<file path="config.mk">
export PLATFORM = sky130hd
export DESIGN_NAME = if_id_stage
export DESIGN_NICKNAME = d
export VERILOG_FILES = /design/src/rtl/if_id_stage.sv
export SDC_FILE = /design/constraint.sdc
export NUM_CORES = 1
export LEC_CHECK = 0
export CORE_MARGIN = 2
export CORE_UTILIZATION = 42
export DETAILED_ROUTE_END_ITERATION = 10
export PLACE_DENSITY_LB_ADDON = 0.3
export SLEW_MARGIN = 30
export SYNTH_ARGS = -nofsm -noshare
export SYNTH_HDL_FRONTEND = slang
export SYNTH_SLANG_ARGS = --single-unit
</file>
<file path="constraint.sdc">
create_clock -name Clk -period 3 [get_ports Clk]
set_clock_uncertainty 0.2 [all_clocks]
set_input_delay 0.3 -clock Clk [delete_from_list [all_inputs] [get_ports Clk]]
set_output_delay 0.3 -clock Clk [all_outputs]
set_load 0.01 [all_outputs]
</file>
<file path="src/rtl/if_id_stage.sv">
// Fetch-side stage: next-PC selection for ProgramCounter, the IF/ID pipeline
// register with stall/flush control, and a retired-fetch counter.
module if_id_stage #(
    parameter logic [31:0] ADDR_LIMIT = 32'd127,
    parameter logic [31:0] NOP_WORD   = 32'h0000_0000,
    parameter int          CNT_W      = 16
) (
    input  logic             Clk,
    input  logic             Reset,
    input  logic [31:0]      PC,
    input  logic [31:0]      Instruction,
    input  logic             Stall,
    input  logic             Flush,
    input  logic             BranchTaken,
    input  logic [31:0]      BranchTarget,
    input  logic             Jump,
    input  logic [31:0]      JumpTarget,
    output logic [31:0]      Address,
    output logic [31:0]      IF_ID_Instruction,
    output logic [31:0]      IF_ID_PCPlus4,
    output logic             IF_ID_Valid,
    output logic [CNT_W-1:0] FetchCount
);

    localparam logic [CNT_W-1:0] CntOne = CNT_W'(1);

    logic [31:0]      pcPlus4;
    logic [31:0]      selectedAddr;
    logic             redirect;
    logic             loadSlot;

    logic [31:0]      instrQ, instrD;
    logic [31:0]      pcPlus4Q, pcPlus4D;
    logic             validQ, validD;
    logic [CNT_W-1:0] countQ, countD;

    assign pcPlus4  = PC + 32'd4;
    assign redirect = Jump || BranchTaken;
    assign loadSlot = !(Flush || redirect) && !Stall;

    // Redirect targets are word-aligned before use; anything beyond the
    // instruction memory range collapses to address 0.
    always_comb begin
        selectedAddr = pcPlus4;
        if (Jump) begin
            selectedAddr = JumpTarget & ~32'h3;
        end else if (BranchTaken) begin
            selectedAddr = BranchTarget & ~32'h3;
        end else if (Stall) begin
            selectedAddr = PC;
        end
        Address = selectedAddr;
        if (!Reset || (selectedAddr > ADDR_LIMIT)) begin
            Address = 32'd0;
        end
    end

    always_comb begin
        instrD   = instrQ;
        pcPlus4D = pcPlus4Q;
        validD   = validQ;
        countD   = countQ;
        if (Flush || redirect) begin
            instrD   = NOP_WORD;
            pcPlus4D = 32'd0;
            validD   = 1'b0;
        end else if (loadSlot) begin
            instrD   = Instruction;
            pcPlus4D = pcPlus4;
            validD   = 1'b1;
            countD   = countQ + CntOne;
        end
    end

    always_ff @(posedge Clk or negedge Reset) begin
        if (!Reset) begin
            instrQ   <= NOP_WORD;
            pcPlus4Q <= 32'd0;
            validQ   <= 1'b0;
            countQ   <= '0;
        end else begin
            instrQ   <= instrD;
            pcPlus4Q <= pcPlus4D;
            validQ   <= validD;
            countQ   <= countD;
        end
    end

    assign IF_ID_Instruction = instrQ;
    assign IF_ID_PCPlus4     = pcPlus4Q;
    assign IF_ID_Valid       = validQ;
    assign FetchCount        = countQ;

endmodule
</file>
==> flow_summary_export.csv <==
group,metric,value,unit
clocking,clkSinkCount,81,
flow_run,maxCapViolCount,0,
critical_path,rr_startpoint,"FetchCount[2]",
synthesis,netlist_area,0.00528,mm²
status,violations,"negative setup slack",
detailed_routing,ant_nets,0,
clocking,htree_levels,3,
detailed_routing,wire_per_inst,16.1,µm
power_and_ir_drop,vdd.ir_drop.worst,460,µV
critical_path,path_max_fanout,7,
synthesis,avgSynthCellArea,8.92,µm²
clocking,clock_path_buffers,2,
synthesis,ys_types,63,
grt,grt_usage,26.4,%
synthesis,ys_ff_latch,81,
detailed_routing,first_pass_iters,4,
sta,rsz0062_at_grt,"yes",
hold_path,whs_path_depth,4,
hold_path,min_to,"IF_ID_PCPlus4[2]",
hold_path,holdCritStartpoint,"PC[2]",
floorplan,core-area,0.0122,mm²
floorplan,die_area,0.0135,mm²
synthesis,seq_area_frac_synth,38.4,%
cells_and_area,fin_util,72.2,%
placement,dp_slack,-1080,ps
sta,finalSetupViolCount,7,
detailed_routing,routed.top_layer,"met4",
grt,overflow,0,
floorplan,rows,40,
floorplan,fp.dieW,116,µm
synthesis,synthFlopType,"dfrtp_1",
critical_path,path_class,"input pin to output pin",
floorplan,fp.dieH,116,µm
grt,grt_max_degree,82,
clocking,clkLatencyLatePin,340,ps
critical_path,cp-start-kind,"input pin",
floorplan,start_util,43.4,%
synthesis,yosysTopAreaCellShare,38.4,%
critical_path,ff2ff_path_depth,5,
detailed_routing,wl,17500,µm
cells_and_area,area_growth,66.4,%
cells_and_area,nets,1049,
sta,clock.fmax,321,MHz
sta,final_hold_viol_count,0,
clocking,root_buffer,"clkbuf_16",
grt,antenna_found_initial,0,
detailed_routing,wl_met1,7340,µm
sta,fin_ws,-112,ps
synthesis,synthTopCellsByArea,"dfrtp_1 (38%), mux2i_1 (8.3%), nor2_1 (7.5%)",
detailed_routing,drt_iter0_markers,295,
critical_path,reg2reg_to,"FetchCount[15]",
sta,slew_viol_final,0,
detailed_routing,drc_errors,0,
detailed_routing,avgViaCountPerCell,5.09,
critical_path,endpoint_kind,"output pin",
placement,hpwlAfterDp,13500,µm
synthesis,synth-edff-count,0,
power_and_ir_drop,p_leak,3.94,nW
detailed_routing,met2_length,8440,µm
synthesis,yosysMostFrequentCell,"nor2_1",
synthesis,yosysWarnings,0,
detailed_routing,num_vias,5528,
status,status,"finished, violations left",
clocking,cts.reportedPaths.clkPinSlew,60,ps
hold_path,hp-class,"input pin to flop",
grt,grt_pass1_wl,27900,µm
placement,gp_congestion,0.906,
synthesis,synthArstFlopShare,100,%
placement,port_buffers,217,
critical_path,rrSetupSlack,1380,ps
clocking,cts_inserted_buffers,9,
sta,fin_tns_setup,-592,ps
synthesis,syn_inst,592,
sta,period_minus_slack,3110,ps
synthesis,yosys-top-cells-count,"nor2_1 (105), dfrtp_1 (81), mux2i_1 (44)",
sta,worstMarginPinSlew,870,ps
cells_and_area,n_antenna_cell,0,
floorplan,io_pins,247,
detailed_routing,wl_met3,1170,µm
power_and_ir_drop,p_per_area,333,mW/mm²
cells_and_area,stdcell_area,0.00879,mm²
critical_path,required,2500,ps
sta,slew_headroom,42.0,%
placement,postPlaceCellArea,0.00825,mm²
critical_path,cp.arrival,2610,ps
synthesis,synth_top_area_cell,"dfrtp_1",
grt,grt_pass1_vias,5653,
clocking,cts_tree,"built",
sta,fin_crit_sh,104,%
cells_and_area,drive_gt1_share,25.3,%
metrics by stage:
step	power, mW	cells	hold WS [ps]
global route	3.06	1085	124
CTS	2.95	1082	86.5
finish	2.92	1085	99.3
global placement	1.88	1053	257
floorplan	1.49	616	-196
detailed placement	1.90	1053	261
worst max-delay path by stage:
| stage | startpoint | endpoint | cells after the start |
|---|---|---|---|
| 6_report | PC[2] | Address[5] | 12 |
| 5_1_grt | PC[2] | Address[6] | 12 |
| 4_1_cts | PC[19] | Address[2] | 9 |
| 3_5_place_dp | PC[9] | Address[2] | 11 |
| 3_3_place_gp | PC[9] | Address[0] | 11 |
| 2_1_floorplan | PC[2] | Address[2] | 8 |
state kept, by name, summed over array words and instances, names as in the netlist:
| name | cells |
|---|---|
| IF_ID_Instruction | 32 |
| IF_ID_PCPlus4 | 32 |
| FetchCount | 16 |
| IF_ID_Valid | 1 |
report_power, final:
group          leakage (nW)  switching, mW  internal (mW)
clock network         0.131          0.437          0.583
registers              1.12         0.0415           1.13
logic                  2.69          0.331          0.399
final cells by class:
type                            instances  area [µm²]
Timing Repair Buffer                  348        3060
Clock inverter                          5        41.3
Sequential cell                        81        2030
Clock buffer                           10         239
Inverter                                8        30.0
Multi-Input combinational cell        465        3170
Tap cell                              168         210
Fill cell                             957        3380
metal layers:
layer  GRT usage [%]  vias up
met5               0        -
met4            10.5        0
met3            6.28       36
met2            44.7      201
met1            32.8     2623
li1                -     2668
worst max-delay path, cell delays in order:
cell      delay (ps)
buf_8             90
nand4_1          200
buf_6            200
buf_6            120
nor3_4           250
nand4_1          180
xnor2_2          190
a221oi_2         330
nand4b_4         150
buf_12           180
nor4b_4          240
buf_2            170
kinds of logic after synthesis:
kind of cell | count (synthesis) | synth area share (%)
flip-flops | 81 | 38.4
buffers and inverters | 70 | 7.28
adder cells (fa/ha/maj) | 2 | 0.474
XOR/XNOR | 58 | 9.62
AND/OR/NAND/NOR | 267 | 27.0
AO/OA/AOI/OAI | 68 | 8.58
other | 1 | 0.0710
multiplexers | 45 | 8.56
placed cells by master, fill, tap and decap left out, types with 6 or more instances in the layout:
cell type        netlist  final
nor3_1                18     14
inv_1                  7      7
nor4_1                10      7
nand2_1               41     39
conb_1                 1     25
and3_1                 6      6
nand3_1               13     13
nor2_1               105    105
buf_6                  0     12
nand4_1               22     22
buf_2                 13     26
o21ai_0               12     11
a21oi_1               28     27
xnor2_1               33     32
buf_4                 28    127
xor2_1                25     25
dfrtp_1               81     81
mux2i_1               44     44
clkbuf_16              0      9
clkdlybuf4s50_1        0    169
what timing repair did:
action / in CTS / in global routing
pin swaps: 41 / 11
endpoints found under the setup margin: 7 / 7
resized for setup: 209 / 9
buffers inserted: 14 / 2
hold endpoints to repair: 0 / 8
hold buffers: 0 / 1
No activity file was read; power rests on OpenSTA's default activity.
